--- src/rtl/fsm_a.sv ---
// fsm_a: Mealy detector for serial pattern 1101, flag in the cycle of the last bit.
// Define FSM_A_OVERLAP_EN for overlapping detection; otherwise matched bits are not reused.
module fsm_a (
  input  logic CLK,
  input  logic Reset,
  input  logic x_in,
  output logic y_out
);

  typedef enum logic [1:0] {
    S0 = 2'b00,
    S1 = 2'b01,
    S2 = 2'b10,
    S3 = 2'b11
  } state_t;

  state_t state_q;

  always_ff @(posedge CLK) begin
    if (!Reset) begin
      state_q <= S0;
    end else begin
      case (state_q)
        S0: state_q <= x_in ? S1 : S0;
        S1: state_q <= x_in ? S2 : S0;
        S2: state_q <= x_in ? S2 : S3;
`ifdef FSM_A_OVERLAP_EN
        // the completing 1 doubles as the first bit of the next match
        S3: state_q <= x_in ? S1 : S0;
`else
        S3: state_q <= S0;
`endif
        default: state_q <= S0;
      endcase
    end
  end

  assign y_out = (state_q == S3) & x_in & Reset;

endmodule

--- config.mk ---
export PLATFORM = sky130hd
export DESIGN_NAME = fsm_a
export DESIGN_NICKNAME = d
export VERILOG_FILES = /design/src/rtl/fsm_a.sv
export SDC_FILE = /design/constraint.sdc
export NUM_CORES = 1
export LEC_CHECK = 0
export CAP_MARGIN = 30
export CORE_AREA = 2 2 39 41
export CTS_CLUSTER_SIZE = 10
export DETAILED_ROUTE_END_ITERATION = 8
export DIE_AREA = 0 0 41 43
export PLACE_DENSITY_LB_ADDON = 0.2
export SETUP_SLACK_MARGIN = 0.2
export SLEW_MARGIN = 0
export SYNTH_ARGS = -nofsm -noshare
export SYNTH_HDL_FRONTEND = slang
export SYNTH_SLANG_ARGS = --single-unit
--- constraint.sdc ---
create_clock -name CLK -period 1 [get_ports CLK]
set_clock_uncertainty 0.15 [all_clocks]
set_input_delay 0.25 -clock CLK [delete_from_list [all_inputs] [get_ports CLK]]
set_output_delay 0.25 -clock CLK [all_outputs]
set_load 0.05 [all_outputs]
==> impl_metrics.json <==
{
  "synth_area_leaders": "dfxtp_1, nor3b_2, and4_2, nand4b_1, xnor2_1",
  "critPathMaxFanout": 2,
  "ys_warn_count": 0,
  "cellInternalPower_uw": 259.5,
  "place.gp.congestion": 0.6520,
  "multi_input_area_um2": 71.32,
  "die_y_um": 43,
  "hold_path.class": "reg2reg",
  "cts_buffers": 3,
  "clockRootBuffer": "clkbuf_4",
  "crit_required_ps": 600,
  "p_per_area_nw_per_um2": 1393,
  "p_leak_uw": 0.0001011,
  "antenna_cells": 0,
  "hold_depth": 2,
  "grt_overflow": 0,
  "ant_nets": 0,
  "min_to": "state_q[0]",
  "io_pins": 4,
  "slew_violations": 0,
  "power_switching_uw": 73.48,
  "synth.distinct_cells": 7,
  "status": "finished, violations left",
  "drt_iter0_drc": 2,
  "finalCriticalPeriod_ps": 1314,
  "rr_worst_depth": 4,
  "relSlewSlack_pct": 91.96,
  "fmax_ghz": 0.7611,
  "pre_cts_ws_ps": -506.2,
  "grt_max_degree": 4,
  "violations": "negative setup slack",
  "track_usage_pct": 4.805,
  "avgSynthCellArea_um2": 11.42,
  "ff_latch_area_um2": 42.54,
  "layout-drive-gt1-share_pct": 73.68,
  "h-tree-depth": 1,
  "tightest_slew_ps": 120.7,
  "std_cell_rows": 14,
  "end_kind": "output pin",
  "power_frac_comb_pct": 18.0,
  "drc": 0,
  "grt_pass1_vias": 127,
  "power.share.sequential_pct": 27.7,
  "num_vias": 113,
  "yosysMostFrequentCell": "dfxtp_1",
  "netlist_area_um2": 91.34,
  "clkSinkCount": 2,
  "synth_top_cell_by_area": "dfxtp_1",
  "cts.path.max_buffers": 2,
  "tns_ps": -332.1,
  "synthArstFlopShare_pct": 0,
  "p_clk_share_pct": 54.2,
  "reg2reg_to": "state_q[0]",
  "synthFlopType": "dfxtp_1",
  "synth_top_cell_area_share_pct": 43.84,
  "syn_to_final_growth_pct": 161.6,
  "max_cap_viol_count": 0,
  "start_util_pct": 6.600,
  "r2r_setup_slack_ps": -20,
  "vias_per_cell": 3.229,
  "ys_seq_area_share_pct": 43.84,
  "grt_antenna_before_repair": 0,
  "slowest_stage": "dfxtp_2",
  "period_share_pct": 131.4,
  "slowest_delay_ps": 320,
  "crit_type": "reg2out",
  "grt_pass1_wl_um": 469,
  "fin_util_pct": 17.27,
  "dieArea_um2": 1763,
  "io_buffers": 3,
  "startpoint": "state_q[0]",
  "rsz0062_at_grt": "yes",
  "synthesis.instances": 8,
  "start_kind": "register",
  "first_pass_iters": 2,
  "hold_viol_final": 0,
  "peakVddDrop_uv": 463.2,
  "syn_nets": 11,
  "nets": 24,
  "crit_arrival_ps": 910,
  "ys_ff_latch": 2,
  "insertion_delay_ps": 230,
  "routedWlPerCell_um": 8.771,
  "cts_tree": "yes",
  "fillers": 154,
  "swShare_pct": 22.07,
  "hold_buffers": 0,
  "core_um2": 1384,
  "cp_cell_sequence": "and4_4 -> buf_12",
  "die_width_um": 41,
  "hp-start": "state_q[0]",
  "routed_wl_um": 307,
  "synth_edf_count": 0,
  "setup_viol": 2,
  "path_clk_slew_ps": 30,
  "worst_slack_ps": -313.9
}
## power groups by stage
stage	clock network, uW	logic, uW	registers [uW]
final	181	60.1	92.3
after global routing	200	63.2	92.2
after CTS	192	51.5	90.6
after detailed placement	0	44.3	91.6
after global placement	0	42.0	91.8
after floorplan	0	12.7	93.9
## per-layer routing
metal	global-route usage, %	routed length [um]	share of wire, %
met1	3.185	132	43
met2	5.938	152	50
met3	5.236	23	7.5
met4	6.000	0	0
met5	0	0	0
## critical path: cells and delay by family, from the launching register on
kind / cells / cell delay, ps
simple gates: 1 / 230
flops: 1 / 320
buf+inv: 1 / 130
## per-stage QoR
stage / power (uW) / instances / area, um^2 / hold slack [ps]
5_1_grt: 355.6 / 35 / 239.0 / 372.8
3_5_place_dp: 135.9 / 31 / 185.2 / 353.2
2_1_floorplan: 106.6 / 8 / 95.09 / 239.6
6_report: 332.9 / 35 / 239.0 / 365.3
4_1_cts: 333.6 / 35 / 224.0 / 356.6
3_3_place_gp: 133.8 / 31 / 185.2 / 343.8
## cell type report
type                            instances  area share (%)
Timing Repair Buffer                    8           34.56
Multi-Input combinational cell          6           29.84
Sequential cell                         2           17.80
Clock buffer                            3           9.424
Tap cell                               16           8.377
## cells by family after synthesis
logic type | after synthesis | synth area share [%]
simple gates | 5 | 46.57
flops | 2 | 43.84
xor+xnor | 1 | 9.591
## repair_timing
item / CTS / global route
setup endpoints to repair: 3 / 3
resized for setup: 4 / 2
setup buffers: 1 / 0
pin swaps: 3 / 3
## cells in the final DEF, fill, tap and decap left out, drive strengths merged
cell type    count
clkbuf           3
buf              6
dfxtp            2
nand4b           1
nor3b            1
and4             1
nand2            1
xnor2            1
dlygate4sd2      2
nand3b           1
## worst max-delay path by stage
stage          endpoint  slack, ps  depth (start not counted)
6_report          y_out       -310                          2
5_1_grt           y_out       -340                          2
4_1_cts           y_out       -310                          2
3_5_place_dp      y_out       -510                          3
3_3_place_gp      y_out       -510                          3
2_1_floorplan     y_out        -50                          1
(Power assumes the default switching activity.)
